### config.mk
export PLATFORM = sky130hd
export DESIGN_NAME = divided_clock_timer
export DESIGN_NICKNAME = d
export VERILOG_FILES = /design/src/rtl/divided_clock_timer.sv
export SDC_FILE = /design/constraint.sdc
export NUM_CORES = 1
export LEC_CHECK = 0
export CAP_MARGIN = 40
export CORE_MARGIN = 4
export CORE_UTILIZATION = 55
export DETAILED_ROUTE_END_ITERATION = 7
export PLACE_DENSITY = 0.83
export SLEW_MARGIN = 20
export SYNTH_ARGS = -nofsm -noshare
export SYNTH_HDL_FRONTEND = slang
export SYNTH_SLANG_ARGS = --single-unit
### constraint.sdc
create_clock -name clk_FPGA -period 6.45 [get_ports clk_FPGA]
set_input_delay 0.645 -clock clk_FPGA [delete_from_list [all_inputs] [get_ports clk_FPGA]]
set_output_delay 0.645 -clock clk_FPGA [all_outputs]
set_load 0.01 [all_outputs]
### src/rtl/divided_clock_timer.sv
// divided_clock_timer: synchronises a slow divided clock into clk_FPGA, turns its rising edges
// into single-cycle ticks, and runs a one-shot/periodic down-counter on those ticks.
module divided_clock_timer #(
    parameter int SYNC_STAGES = 2,
    parameter int NBITS_COUNT = 16
) (
    input  logic                   clk_FPGA,
    input  logic                   reset,
    input  logic                   slow_clock,
    input  logic                   start,
    input  logic                   stop,
    input  logic                   periodic,
    input  logic [NBITS_COUNT-1:0] load_value,
    output logic                   tick,
    output logic [NBITS_COUNT-1:0] count,
    output logic                   busy,
    output logic                   done
);
    typedef enum logic [1:0] {IDLE, RUN, EXPIRE} state_t;

    state_t                 state_q, state_d;
    logic [SYNC_STAGES-1:0] sync_q, sync_d;
    logic                   prev_q, prev_d, tick_q, tick_d;
    logic [NBITS_COUNT-1:0] count_q, count_d, reload_q, reload_d;
    logic                   periodic_q, periodic_d, busy_q, busy_d, done_q, done_d;

    always_comb begin
        sync_d = {sync_q[SYNC_STAGES-2:0], slow_clock};
        prev_d = sync_q[SYNC_STAGES-1];
        tick_d = sync_q[SYNC_STAGES-1] & ~prev_q;
    end

    // A start carrying a zero load value is never accepted, whatever the state.
    always_comb begin
        state_d    = state_q;
        count_d    = count_q;
        reload_d   = reload_q;
        periodic_d = periodic_q;
        if (stop) begin
            state_d = IDLE;
        end else if (start && load_value != '0) begin
            state_d    = RUN;
            count_d    = load_value;
            reload_d   = load_value;
            periodic_d = periodic;
        end else begin
            case (state_q)
                RUN: if (tick_q) begin
                    count_d = count_q > NBITS_COUNT'(1) ? count_q - 1'b1 : '0;
                    state_d = count_q > NBITS_COUNT'(1) ? RUN : EXPIRE;
                end
                EXPIRE: begin
                    state_d = periodic_q ? RUN : IDLE;
                    count_d = periodic_q ? reload_q : count_q;
                end
                default: state_d = IDLE;
            endcase
        end
        busy_d = state_d != IDLE;
        done_d = state_d == EXPIRE;
    end

    always_ff @(posedge clk_FPGA or negedge reset) begin
        if (!reset) begin
            state_q    <= IDLE;
            sync_q     <= '0;
            prev_q     <= 1'b0;
            tick_q     <= 1'b0;
            count_q    <= '0;
            reload_q   <= '0;
            periodic_q <= 1'b0;
            busy_q     <= 1'b0;
            done_q     <= 1'b0;
        end else begin
            state_q    <= state_d;
            sync_q     <= sync_d;
            prev_q     <= prev_d;
            tick_q     <= tick_d;
            count_q    <= count_d;
            reload_q   <= reload_d;
            periodic_q <= periodic_d;
            busy_q     <= busy_d;
            done_q     <= done_d;
        end
    end

    assign tick  = tick_q;
    assign count = count_q;
    assign busy  = busy_q;
    assign done  = done_q;
endmodule

# Yosys cells after proc, flatten, opt, wreduce, memory -nomap -nowiden
# Index checks and enable logic that the tools add are counted.
classes:
  muxes: 11
  n_reduce_logical: 6
  n_addsub: 1
  n_bitwise: 3
  eq_ne: 5
  n_lt_le_gt_ge: 1
op_table:
  columns: ["cell", "n"]
  rows:
  - ["16-bit 2-to-1 mux", 4]
  - ["16-bit one-hot mux with 2 select lines", 1]
  - ["16-bit by 1-bit greater-than comparator with 1-bit output, second input constant", 1]
  - ["16-bit nonzero test", 1]
  - ["16-bit by 1-bit subtractor with 16-bit output, second input constant", 1]
  - ["2-bit 2-to-1 mux", 4]
  - ["3-bit inequality test, second input constant", 2]
  - ["2-bit equality test, second input constant", 2]
  - ["2-bit one-hot mux with 2 select lines", 1]
  - ["4-bit AND reduction", 1]
  - ["3-bit nonzero test", 1]
  - ["2-bit by 1-bit equality test with 1-bit output, second input constant", 1]
  - ["1-bit inverter", 2]
  - ["2-bit AND reduction", 1]
  - ["2-bit nonzero test", 1]
  - ["1-bit bitwise AND", 1]
  - ["1-bit logical AND", 1]
  - ["1-bit 2-to-1 mux", 1]
word_totals:
  regBits: 41
  inputBits: 22
  output_inout_bits: 19

# Logic depth before layout (Yosys ltp)
logic_depth:
  depth_word: 7
  ltp_mapped: 8

# Least setup slack after synthesis
# No wires, ideal clock.
synth_path:
  path_type: "input-to-reg"
  startpoint: "in load_value[8]"
  endpoint: "reg count_q[11] (netlist: count[11])"
  setup_time_ns: 0.141
  path_stages: 6
  n_path_buf: 1
  slack_ns: 3.839
  required_ns: 6.309
  t_arrival_ns: 2.470
  path_cell_list: "or4_1 > o41ai_2 > clkbuf_1 > nand2_1 > a21oi_1 > a221oi_1"
synth_via:
  elab_chain_len: 4
synth_rtl:
  columns: ["element", "line", "source"]
  rows:
  - ["start, declared", "13", "input logic [NBITS_COUNT-1:0] load_value,"]
  - ["16-bit nonzero test (*)", "41", "end else if (start && load_value != '0) begin"]
  - ["1-bit logical AND (*)", "41", null]
  - ["3-bit inequality test (no line) or 3-bit nonzero test (tied branches)", null, null]
  - ["4-bit AND reduction (no line)", null, null]
  - ["end signal, assigned", "79", "count_q <= count_d;"]
  - ["end, declared", "24", "logic [NBITS_COUNT-1:0] count_q, count_d, reload_q, reload_d;"]
# Every way passes the cells marked *; elsewhere a longest branch is shown, timed or not.
# A chain may end at the register's enable or synchronous reset.

# Worst setup path in the final report
layout_path:
  startpoint: "in load_value[8]"
  endpoint: "reg count_q[10] (netlist: count[10])"
# Same word-level chain as after synthesis.

==> metrics.txt <==
Power Density 239 nW/um^2; post-route insts no fill 349; Clock Skews about 0.018 ns; number of global-route vias before repair 2044; All-Layer GR Usage 0.251; Placed Instances 343; Core Rows 23; crit share post-route 0.482; vias between 2000 and 2500; final wirelength 6150 um; Fin Setup TNS 0 ns; crit path max fanout 23; Post-CTS Repair Setup Buffers 0; Mapped Area between 2000 and 2500 um^2; Starting Density 0.568; Synthesis Warnings 0; Die H 72.1 um; most frequent cells after synthesis nand2_1, dfrtp_1, a21oi_1, o21ai_0, nor2_1; async set-reset flop share out of synthesis 1.00; cts hold-fix bufs 0; CP required approximately 6.7 ns; area of the multi-input gates 1160 um^2; RSZ-0062 raised after global routing no; Synth Flop Type dfrtp_1; initial antenna violation count 0; antenna-violating nets left 0; hold_ws 0.212 ns; gr ovfl total 0; first-pass GRT wire length between 10000 and 15000 um; LEAKAGE 1.18 nW; register area share after synthesis 0.455; Final min period 3.11 ns; DRC 0; top cell type's share of synthesized area 0.455; TritonCTS Buffers 5; Root Driver clkbuf_8; Avg Synthesized Cell Area 8.68 um^2; Setup Viol. Count Final 0; worst skew pair latency 0.30 ns; worst-margin pin slew 0.859 ns; Max-Cap Viols 0; setup ws final 3.34 ns; Fill cells 307; FF/Latch Area around 1000 um^2; layout cells sized above 1 0.0669; Finished Cell Area about 2800 um^2; top cells by area, synth dfrtp_1, nand2_1, a21oi_1; Hold Crit Class primary input to asynchronous set/reset pin; Slew Limit Fails 0; clock slew at reported path FFs approximately 0.09 ns; Synth area leader dfrtp_1; most frequent cell after synthesis nand2_1; crit path launch type primary input; area grow syn2layout 23.6%; WS Path Type primary input to register; # port buffers 40; IO Count between 40 and 50; TritonRoute pass-1 iters 6; post-synthesis cell count 260; Max-slew headroom 0.422; Worst Path Arrival 3.33 ns; pre-CTS WS roughly 3.1 ns; wire length per cell 17.6 um; Seq cells post-synth 41; unique cell type count in the Yosys netlist 43; status finished, final reports clean; clk buf depth 2; Peak VDD IR 0.176 mV; dpl hpwl 4520 um; Core ar. a little under 4000 um^2; Synthesized Nets 286; final-report hold violation count 0; largest net degree at the start of global routing 32; gpl congestion 0.911; die area 5190 um^2; placed inst area ~2700 um^2; H-tree depth 2; Via density 6.26; CTS tree built; endpoint class of the critical path register; number of flops mapped to enable cells by yosys 0; Die Wd 72.1 um; post-cts sizing count 0; # diodes 0; Sink Count 41; initial drt markers 456; final net count 326; achievable clock frequency between 300 and 400 MHz
## area by class of cell
cell class / count / area share
clock buffer: 5 / 0.0247
timing repair buffer: 44 / 0.160
sequential: 41 / 0.368
multi-input combinational: 203 / 0.417
inverter: 5 / 0.00673
tap: 50 / 0.0224
clock inverter: 1 / 0.00179
## layout by cell type, fill, tap and decap left out, types with 2 or more instances in the layout
| cell type | count |
|---|---|
| o22ai_1 | 2 |
| nand3_1 | 4 |
| nand2_1 | 64 |
| nor2_1 | 13 |
| inv_1 | 5 |
| clkdlybuf4s50_1 | 39 |
| o21ai_0 | 20 |
| a221oi_1 | 7 |
| or4_4 | 2 |
| a22oi_1 | 3 |
| dfrtp_1 | 41 |
| xnor2_1 | 7 |
| buf_4 | 2 |
| nor2b_1 | 4 |
| nor3_1 | 6 |
| nand4_1 | 3 |
| nor4_1 | 5 |
| or4_1 | 4 |
| clkbuf_8 | 5 |
| a21oi_1 | 20 |
| or3_1 | 12 |
| xor2_1 | 3 |
| ha_1 | 4 |
## registers in the layout, indices dropped and copies added, names as in the netlist
register    cells
tick            1
periodic_q      1
prev_q          1
reload_q       16
state_q         2
done            1
sync_q          2
busy            1
count          16
## critical path: stages
cell             delay [ns]
clkdlybuf4s50_1        0.44
or4_1                  0.57
o41a_1                 0.57
nand2_1                0.63
o21ai_0                0.23
a22oi_1                0.23
## routing by layer
layer / wire length (um) / up-vias / GRT usage
met5: 0 / - / 0
li1: - / 1007 / -
met3: 554 / 18 / 0.0623
met2: 2900 / 127 / 0.385
met4: 133 / 0 / 0.0710
met1: 2560 / 1031 / 0.355
## logic make-up (layout without fill, tap and decap cells)
family                   count (synthesis)  in the layout  synth area share
AO/OA/AOI/OAI                           62             62             0.179
XOR/XNOR                                10             10            0.0388
adder cells (fa/ha/maj)                  4              4            0.0222
buffers and inverters                   16             55            0.0299
flip-flops                              41             41             0.455
multiplexers                             1              1           0.00443
AND/OR/NAND/NOR                        126            126             0.272
## worst paths after layout
check                              start           to  slack (ns)  depth (start not counted)
hold / removal                     reset     count[4]        0.21                          1
setup / recovery           load_value[8]    count[10]        3.34                          6
hold reg to reg                sync_q[0]    sync_q[1]        0.37                          0
max in group asynchronous          reset  reload_q[4]        5.77                          2
min in group clk_FPGA          sync_q[0]    sync_q[1]        0.37                          0
setup reg to reg                count[5]         busy        3.64                          5
## power by group
part / switching [W] / internal, W
clock network: 0.0000867 / 0.0000713
logic: 0.0000893 / 0.0000910
registers: 0.0000404 / 0.000290
## stage by stage
stage,utilization,total power [W]
after detailed placement,0.684,0.000512
after global placement,0.675,0.000505
final,0.703,0.000668
after global routing,0.703,0.000705
after floorplan,-,0.000424
after CTS,0.703,0.000666
(Power assumes the default switching activity.)
